<file path="config.mk">
export PLATFORM = sky130hd
export DESIGN_NAME = toggle_sync_multi_flat
export DESIGN_NICKNAME = d
export VERILOG_FILES = /design/src/rtl/toggle_sync_multi_if.sv /design/src/rtl/toggle_sync_multi.sv /design/src/flat_wrapper.sv
export SDC_FILE = /design/constraint.sdc
export NUM_CORES = 1
export LEC_CHECK = 0
export CAP_MARGIN = 20
export CORE_AREA = 8 8 121 146
export CTS_CLUSTER_DIAMETER = 30
export CTS_CLUSTER_SIZE = 25
export DETAILED_ROUTE_END_ITERATION = 8
export DIE_AREA = 0 0 129 154
export GPL_TIMING_DRIVEN = 0
export PLACE_DENSITY = 0.49
export SETUP_SLACK_MARGIN = 0.3
export SYNTH_ARGS = -nofsm -noshare
export SYNTH_HDL_FRONTEND = slang
export SYNTH_SLANG_ARGS = --single-unit
</file>
<file path="constraint.sdc">
create_clock -name clk -period 2.16 [get_ports clk]
set_input_delay 0.432 -clock clk [delete_from_list [all_inputs] [get_ports clk]]
set_output_delay 0.432 -clock clk [all_outputs]
set_load 0.01 [all_outputs]
</file>
<file path="src/rtl/toggle_sync_multi_if.sv">
// ---------------------------------------------------------------------------
// toggle_sync_multi_if
//   Bundles the event-line inputs, the per-channel status outputs and the
//   pending-event valid/ready port of toggle_sync_multi.
//
//   Parameters must match the attached toggle_sync_multi instance.
//     N_CH   number of channels
//     CNT_W  event counter width per channel
//     CH_W   width of evt_chan (derived from N_CH)
//
//   Signals
//     async_in   N_CH        asynchronous event lines, one per channel
//     cnt_clear  1           synchronous clear of counters and overflow flags
//     pulse_out  N_CH        1-cycle pulse per detected event
//     evt_valid  1           at least one channel pending
//     evt_chan   CH_W        lowest-index pending channel
//     evt_ready  1           consumer accepts evt_chan this cycle
//     count_out  N_CH*CNT_W  per-channel counters, channel k at [k*CNT_W +: CNT_W]
//     overflow   N_CH        sticky per-channel overflow flags
//
//   Modports
//     master  event source / consumer side
//     slave   synchroniser side (toggle_sync_multi)
// ---------------------------------------------------------------------------
interface toggle_sync_multi_if #(
    parameter int N_CH  = 4,
    parameter int CNT_W = 16,
    parameter int CH_W  = ($clog2(N_CH) > 0) ? $clog2(N_CH) : 1
);

    logic [N_CH-1:0]       async_in;
    logic                  cnt_clear;
    logic [N_CH-1:0]       pulse_out;
    logic                  evt_valid;
    logic [CH_W-1:0]       evt_chan;
    logic                  evt_ready;
    logic [N_CH*CNT_W-1:0] count_out;
    logic [N_CH-1:0]       overflow;

    modport master (
        output async_in,
        output cnt_clear,
        output evt_ready,
        input  pulse_out,
        input  evt_valid,
        input  evt_chan,
        input  count_out,
        input  overflow
    );

    modport slave (
        input  async_in,
        input  cnt_clear,
        input  evt_ready,
        output pulse_out,
        output evt_valid,
        output evt_chan,
        output count_out,
        output overflow
    );

endinterface

</file>
<file path="src/rtl/toggle_sync_multi.sv">
// ---------------------------------------------------------------------------
// toggle_sync_multi
//   N-channel synchroniser for asynchronous toggle/level event lines coming
//   from foreign clock domains. Per channel: a SYNC_STAGES flop chain, a
//   mode-selectable edge detector, a 1-cycle pulse, a saturating event
//   counter and a sticky overflow flag. Detected events are also queued as
//   pending bits that a consumer drains over a valid/ready port, lowest
//   channel first.
//
//   After every reset the block spends SYNC_STAGES+1 cycles in ARMING, during
//   which detected edges are dropped, so a line that is already high when
//   reset is released never reports a spurious event.
//
//   Parameters
//     N_CH         number of channels, 1..32
//     SYNC_STAGES  synchroniser flops per channel, 2..8
//     EDGE_MODE    0 = any edge, 1 = rising only, 2 = falling only
//     CNT_W        event counter width, 1..32
//     CH_W         width of evt_chan (derived, leave at default)
//
//   Ports
//     clk      single clock, all logic on posedge
//     reset_n  synchronous active-low reset
//     bus      toggle_sync_multi_if.slave (async_in, cnt_clear, pulse_out,
//              evt_valid, evt_chan, evt_ready, count_out, overflow)
// ---------------------------------------------------------------------------
module toggle_sync_multi #(
    parameter int N_CH        = 4,
    parameter int SYNC_STAGES = 3,
    parameter int EDGE_MODE   = 0,
    parameter int CNT_W       = 16,
    parameter int CH_W        = ($clog2(N_CH) > 0) ? $clog2(N_CH) : 1
) (
    input  logic               clk,
    input  logic               reset_n,
    toggle_sync_multi_if.slave bus
);

    // Arm counter must be able to hold the value SYNC_STAGES.
    localparam int ARM_W = $clog2(SYNC_STAGES + 2);

    localparam int EDGE_ANY  = 0;
    localparam int EDGE_RISE = 1;
    localparam int EDGE_FALL = 2;

    localparam logic [CNT_W-1:0] CNT_MAX = {CNT_W{1'b1}};
    localparam logic [CNT_W-1:0] CNT_ONE = CNT_W'(1);

    typedef enum logic [0:0] {
        ST_ARMING = 1'b0,
        ST_RUN    = 1'b1
    } state_t;

    state_t             state_r;
    state_t             state_nxt_s;
    logic [ARM_W-1:0]   arm_cnt_r;
    logic [ARM_W-1:0]   arm_cnt_nxt_s;
    logic               run_s;

    // sync_r[i] holds stage i of every channel's chain.
    logic [N_CH-1:0]    sync_r [SYNC_STAGES];
    logic [N_CH-1:0]    edge_r;
    logic [N_CH-1:0]    sync_last_s;
    logic [N_CH-1:0]    event_s;
    logic [N_CH-1:0]    fire_s;

    logic [N_CH-1:0]    pulse_r;
    logic [N_CH-1:0]    pending_r;
    logic [N_CH-1:0]    pending_nxt_s;
    logic [N_CH-1:0]    overflow_r;
    logic [N_CH-1:0]    overflow_nxt_s;
    logic [CNT_W-1:0]   cnt_r     [N_CH];
    logic [CNT_W-1:0]   cnt_nxt_s [N_CH];

    logic               evt_valid_s;
    logic [CH_W-1:0]    evt_chan_s;
    logic               accept_s;
    logic [N_CH-1:0]    clr_s;
    logic [N_CH*CNT_W-1:0] count_flat_s;

    // FSM state and arm counter registers.
    always_ff @(posedge clk) begin
        if (!reset_n) begin
            state_r   <= ST_ARMING;
            arm_cnt_r <= '0;
        end else begin
            state_r   <= state_nxt_s;
            arm_cnt_r <= arm_cnt_nxt_s;
        end
    end

    // FSM next state: ARMING lasts SYNC_STAGES+1 cycles, RUN holds until reset.
    always_comb begin
        state_nxt_s   = state_r;
        arm_cnt_nxt_s = arm_cnt_r;
        case (state_r)
            ST_ARMING: begin
                if (arm_cnt_r == ARM_W'(SYNC_STAGES)) begin
                    state_nxt_s   = ST_RUN;
                    arm_cnt_nxt_s = '0;
                end else begin
                    state_nxt_s   = ST_ARMING;
                    arm_cnt_nxt_s = arm_cnt_r + ARM_W'(1);
                end
            end
            ST_RUN: begin
                state_nxt_s   = ST_RUN;
                arm_cnt_nxt_s = arm_cnt_r;
            end
            default: begin
                state_nxt_s   = ST_ARMING;
                arm_cnt_nxt_s = '0;
            end
        endcase
    end

    assign run_s = (state_r == ST_RUN);

    // Synchroniser chains plus the delayed copy used by the edge detector.
    always_ff @(posedge clk) begin
        if (!reset_n) begin
            for (int i = 0; i < SYNC_STAGES; i++) begin
                sync_r[i] <= '0;
            end
            edge_r <= '0;
        end else begin
            sync_r[0] <= bus.async_in;
            for (int i = 1; i < SYNC_STAGES; i++) begin
                sync_r[i] <= sync_r[i-1];
            end
            edge_r <= sync_r[SYNC_STAGES-1];
        end
    end

    // Edge detection; events are only honoured once the block is in RUN.
    always_comb begin
        sync_last_s = sync_r[SYNC_STAGES-1];
        event_s     = '0;
        case (EDGE_MODE)
            EDGE_ANY:  event_s = sync_last_s ^ edge_r;
            EDGE_RISE: event_s = sync_last_s & ~edge_r;
            EDGE_FALL: event_s = ~sync_last_s & edge_r;
            default:   event_s = sync_last_s ^ edge_r;
        endcase
        fire_s = event_s & {N_CH{run_s}};
    end

    // Lowest-index pending channel; scanning downwards lets the lowest win.
    always_comb begin
        evt_chan_s = '0;
        for (int k = N_CH - 1; k >= 0; k--) begin
            if (pending_r[k]) begin
                evt_chan_s = CH_W'(k);
            end else begin
                evt_chan_s = evt_chan_s;
            end
        end
    end

    assign evt_valid_s = |pending_r;
    assign accept_s    = evt_valid_s & bus.evt_ready;

    // Per-channel next values for pending, overflow and counters.
    // A channel being drained this cycle may take a new event without
    // overflowing; cnt_clear keeps only what this cycle's event contributes.
    always_comb begin
        clr_s          = '0;
        pending_nxt_s  = pending_r;
        overflow_nxt_s = overflow_r;
        for (int k = 0; k < N_CH; k++) begin
            cnt_nxt_s[k] = cnt_r[k];
        end
        for (int k = 0; k < N_CH; k++) begin
            clr_s[k]         = accept_s && (evt_chan_s == CH_W'(k));
            pending_nxt_s[k] = (pending_r[k] & ~clr_s[k]) | fire_s[k];
            if (bus.cnt_clear) begin
                overflow_nxt_s[k] = fire_s[k] & pending_r[k] & ~clr_s[k];
            end else begin
                overflow_nxt_s[k] = overflow_r[k] | (fire_s[k] & pending_r[k] & ~clr_s[k]);
            end
            if (bus.cnt_clear) begin
                cnt_nxt_s[k] = fire_s[k] ? CNT_ONE : '0;
            end else if (fire_s[k] && (cnt_r[k] != CNT_MAX)) begin
                cnt_nxt_s[k] = cnt_r[k] + CNT_ONE;
            end else begin
                cnt_nxt_s[k] = cnt_r[k];
            end
        end
    end

    // Pulse, pending, overflow and counter registers.
    always_ff @(posedge clk) begin
        if (!reset_n) begin
            pulse_r    <= '0;
            pending_r  <= '0;
            overflow_r <= '0;
            for (int k = 0; k < N_CH; k++) begin
                cnt_r[k] <= '0;
            end
        end else begin
            pulse_r    <= fire_s;
            pending_r  <= pending_nxt_s;
            overflow_r <= overflow_nxt_s;
            for (int k = 0; k < N_CH; k++) begin
                cnt_r[k] <= cnt_nxt_s[k];
            end
        end
    end

    // Flatten the counter array onto the count_out bus.
    always_comb begin
        count_flat_s = '0;
        for (int k = 0; k < N_CH; k++) begin
            count_flat_s[k*CNT_W +: CNT_W] = cnt_r[k];
        end
    end

    assign bus.pulse_out = pulse_r;
    assign bus.evt_valid = evt_valid_s;
    assign bus.evt_chan  = evt_chan_s;
    assign bus.overflow  = overflow_r;
    assign bus.count_out = count_flat_s;

endmodule

</file>
<file path="src/flat_wrapper.sv">
// flat-port wrapper written by rule: the top's interface ports become plain ports
module toggle_sync_multi_flat 
#(
    parameter int N_CH        = 4,
    parameter int SYNC_STAGES = 3,
    parameter int EDGE_MODE   = 0,
    parameter int CNT_W       = 16,
    parameter int CH_W        = ($clog2(N_CH) > 0) ? $clog2(N_CH) : 1
)
  (clk, reset_n, bus_async_in, bus_cnt_clear, bus_evt_ready, bus_pulse_out, bus_evt_valid, bus_evt_chan, bus_count_out, bus_overflow);
  toggle_sync_multi_if #(.N_CH(N_CH), .CNT_W(CNT_W), .CH_W(CH_W)) bus_i ();
  input  logic clk;
  input  logic reset_n;
  input wire logic [$bits(bus_i.async_in)-1:0] bus_async_in;
  input wire logic [$bits(bus_i.cnt_clear)-1:0] bus_cnt_clear;
  input wire logic [$bits(bus_i.evt_ready)-1:0] bus_evt_ready;
  output wire logic [$bits(bus_i.pulse_out)-1:0] bus_pulse_out;
  output wire logic [$bits(bus_i.evt_valid)-1:0] bus_evt_valid;
  output wire logic [$bits(bus_i.evt_chan)-1:0] bus_evt_chan;
  output wire logic [$bits(bus_i.count_out)-1:0] bus_count_out;
  output wire logic [$bits(bus_i.overflow)-1:0] bus_overflow;
  assign bus_i.async_in = bus_async_in;
  assign bus_i.cnt_clear = bus_cnt_clear;
  assign bus_i.evt_ready = bus_evt_ready;
  assign bus_pulse_out = bus_i.pulse_out;
  assign bus_evt_valid = bus_i.evt_valid;
  assign bus_evt_chan = bus_i.evt_chan;
  assign bus_count_out = bus_i.count_out;
  assign bus_overflow = bus_i.overflow;
  toggle_sync_multi #(.N_CH(N_CH), .SYNC_STAGES(SYNC_STAGES), .EDGE_MODE(EDGE_MODE), .CNT_W(CNT_W), .CH_W(CH_W)) u_core (.clk(clk), .reset_n(reset_n), .bus(bus_i));
endmodule
</file>
==> results.toml <==
[synthesis]
synth_common_cells = "dfxtp_1, nand2_1, a21oi_1"
ys_types = 46
yosysMostFrequentCell = "dfxtp_1"
yosys.area.top_type = "dfxtp_1"
synth-main-ff-cell = "dfxtp_1"
syn_inst = 518
synth_area_leaders = "dfxtp_1, a21oi_1, o31ai_1"
syn-num-nets = 531
syn-cell-area_sq_um = 4500
async_flop_share_pct = 0
synthDominantCellAreaShare_pct = 42.7
syn_area_per_cell_sq_um = 8.68
yosysSeqAreaShare_pct = 42.7
ys_ff_latch = 96
synth-warning-count = 0
synth_edf_count = 0

[setup_path]
startpoint_type = "flop"
critPathTopFamily = "buffers and inverters"
worstPathMaxFanout = 7
path_class = "flop to output pin"
max_stage_delay_ns = 0.59
critPathSlowestCell = "clkdlybuf4s50_1"
crit_required_ns = 1.73
arrival_ns = 1.38
endpoint_kind = "output pin"
crit_chain = "clkdlybuf4s50_1"
crit_buf_inv = 1

[clock_network]
numCtsBuffers = 9
cts-root-buf = "clkbuf_16"
htreeDepth = 3
insertion_delay_ns = 0.34
cts.sinks = 96
path_clk_slew_ns = 0.07
cts_tree = "done"
cts_buffer_depth = 2

[global_routing]
antenna_found_initial = 0
grt_pass1_wl_um = 22400
track_usage_pct = 14.1
grt.overflow.total = 0
grt_max_degree = 15
grt_pass1_vias = 4358

[route]
first_pass_iters = 4
vias = 4400
dr.first_iter.drc_count = 251
wl_um = 13900
detail-route-antenna-nets = 0
drc = 0
wire_per_inst_um = 16.7
viasPerCell = 5.30

[placement]
placed_cell_area_sq_um = 5570
gp_congestion = 0.800
port_buffers = 81
dp_cells = 807
hpwl_um = 10000

[timing]
finalSetupViolCount = 0
period_share_pct = 83.8
post-route-min-period_ns = 1.81
holdWs_ns = 0.432
maxSlewHeadroom_pct = 60.4
max_clock_freq_mhz = 552
rsz0062_at_grt = "yes"
worst_pin_slew_ns = 0.591
finalHoldViolations = 0
fin_skew_ns = 0.00666
slew_violations = 0

[pwr]
p_int_w = 0.00291
clkPwrFrac_pct = 46.2
sw_frac_of_total_pct = 21.9
seqPwrFrac_pct = 48.8
combPwrFrac_pct = 4.9
p_per_area_nw_per_um2 = 611
ir_drop_mv = 0.404
power_w = 0.00373
p_switching_w = 0.000816
p_leak_nw = 1.97

[cells_and_area]
drive_gt1_share_pct = 11.7
syn_to_final_growth_pct = 35.6
nNetsFinal = 630
stdcell_area_sq_um = 6100
antenna_cells = 0
instances_no_fill = 830

[job]
max-cap-violations = 0

[floorplanning]
num_rows = 50
dieArea_sq_um = 19900
die_y_um = 154
die_x_um = 129
io_pins = 83
start_util_pct = 29.3
coreArea_sq_um = 15300

[status]
status = "finished, final reports clean"

[hold_path]
hold_path.class = "flop to flop"
==> worst paths after layout <==
path                                                         end                             start  depth (start not counted)  slack [ns]
worst max register to register  u_core.cnt_r[0][22]$_SDFFE_PP0P_  u_core.cnt_r[0][17]$_SDFFE_PP0P_                          5        0.36
worst min-delay path             u_core.sync_r[0][11]$_SDFF_PN0_    u_core.sync_r[0][7]$_SDFF_PN0_                          1        0.43
worst max-delay path                           bus_count_out[44]  u_core.cnt_r[0][44]$_SDFFE_PP0P_                          1        0.35
worst min register to register   u_core.sync_r[0][11]$_SDFF_PN0_    u_core.sync_r[0][7]$_SDFF_PN0_                          1        0.43
==> registers in the layout (all words and copies together), names as in the netlist <==
register              cells
u_core.arm_cnt_r          3
u_core.bus.overflow       4
u_core.bus.pulse_out      4
u_core.cnt_r             64
u_core.edge_r             4
u_core.pending_r          4
u_core.run_s              1
u_core.sync_r            12
==> area by class of cell <==
class | count | area, sq um
inverters | 14 | 52.6
clock buffers | 13 | 250
well taps | 208 | 260
multi-input cells | 387 | 2550
fillers | 1567 | 9230
repair buffers | 88 | 860
plain buffers | 21 | 110
clock inverters | 3 | 65.1
flip-flops and latches | 96 | 1950
==> repair_timing <==
item,in CTS,in global routing
hold buffers,0,0
pin swaps,0,7
setup buffers,0,7
endpoints found under the setup margin,70,56
gates resized for setup,31,37
==> per-stage QoR <==
stage	TNS (ns)	util [%]	setup WS, ns
final	0	39.8	0.350
after global routing	0	39.8	0.195
after CTS	0	38.8	0.307
after detailed placement	-21.23	36.3	-0.864
after global placement	-18.91	36.3	-0.802
after floorplan	0	-	0.319
==> logic make-up (layout without fill, tap and decap cells) <==
kind of cell               after synthesis  in the layout  synth area share, %
AOI/OAI and AO/OA                      124            124                 18.0
buffers and inverters                   35            139                 2.98
adders and majority gates                5              5                 1.39
DFF                                     96             96                 42.7
muxes                                   17             17                 3.79
xor gates and xnor gates                 5              5                0.974
and+or+nand+nor                        236            236                 30.2
==> power by group through the flow <==
stage / registers, W / logic [W] / clock network [W]
detailed placement: 0.00186 / 0.000178 / 0
global placement: 0.00186 / 0.000175 / 0
CTS: 0.00182 / 0.000184 / 0.00176
floorplan: 0.00185 / 0.000103 / 0
finish: 0.00182 / 0.000183 / 0.00172
global route: 0.00182 / 0.000209 / 0.00184
==> cell usage in the layout (no fill, tap or decap), types with 17 or more instances in the layout <==
master           count
nand3_1             25
a21oi_1             41
nand2_1             52
or4_1               25
o31ai_1             28
clkdlybuf4s50_1     78
dfxtp_2             17
dfxtp_1             78
mux2i_1             17
nand4_1             21
and2_1              20
==> layer usage <==
| layer | wire length (um) | track usage (%) |
|---|---|---|
| met1 | 6240 | 16.8 |
| met2 | 6850 | 23.9 |
| met3 | 597 | 3.77 |
| met4 | 194 | 4.37 |
| met5 | 0 | 0 |
No activity file was read; power rests on OpenSTA's default activity.
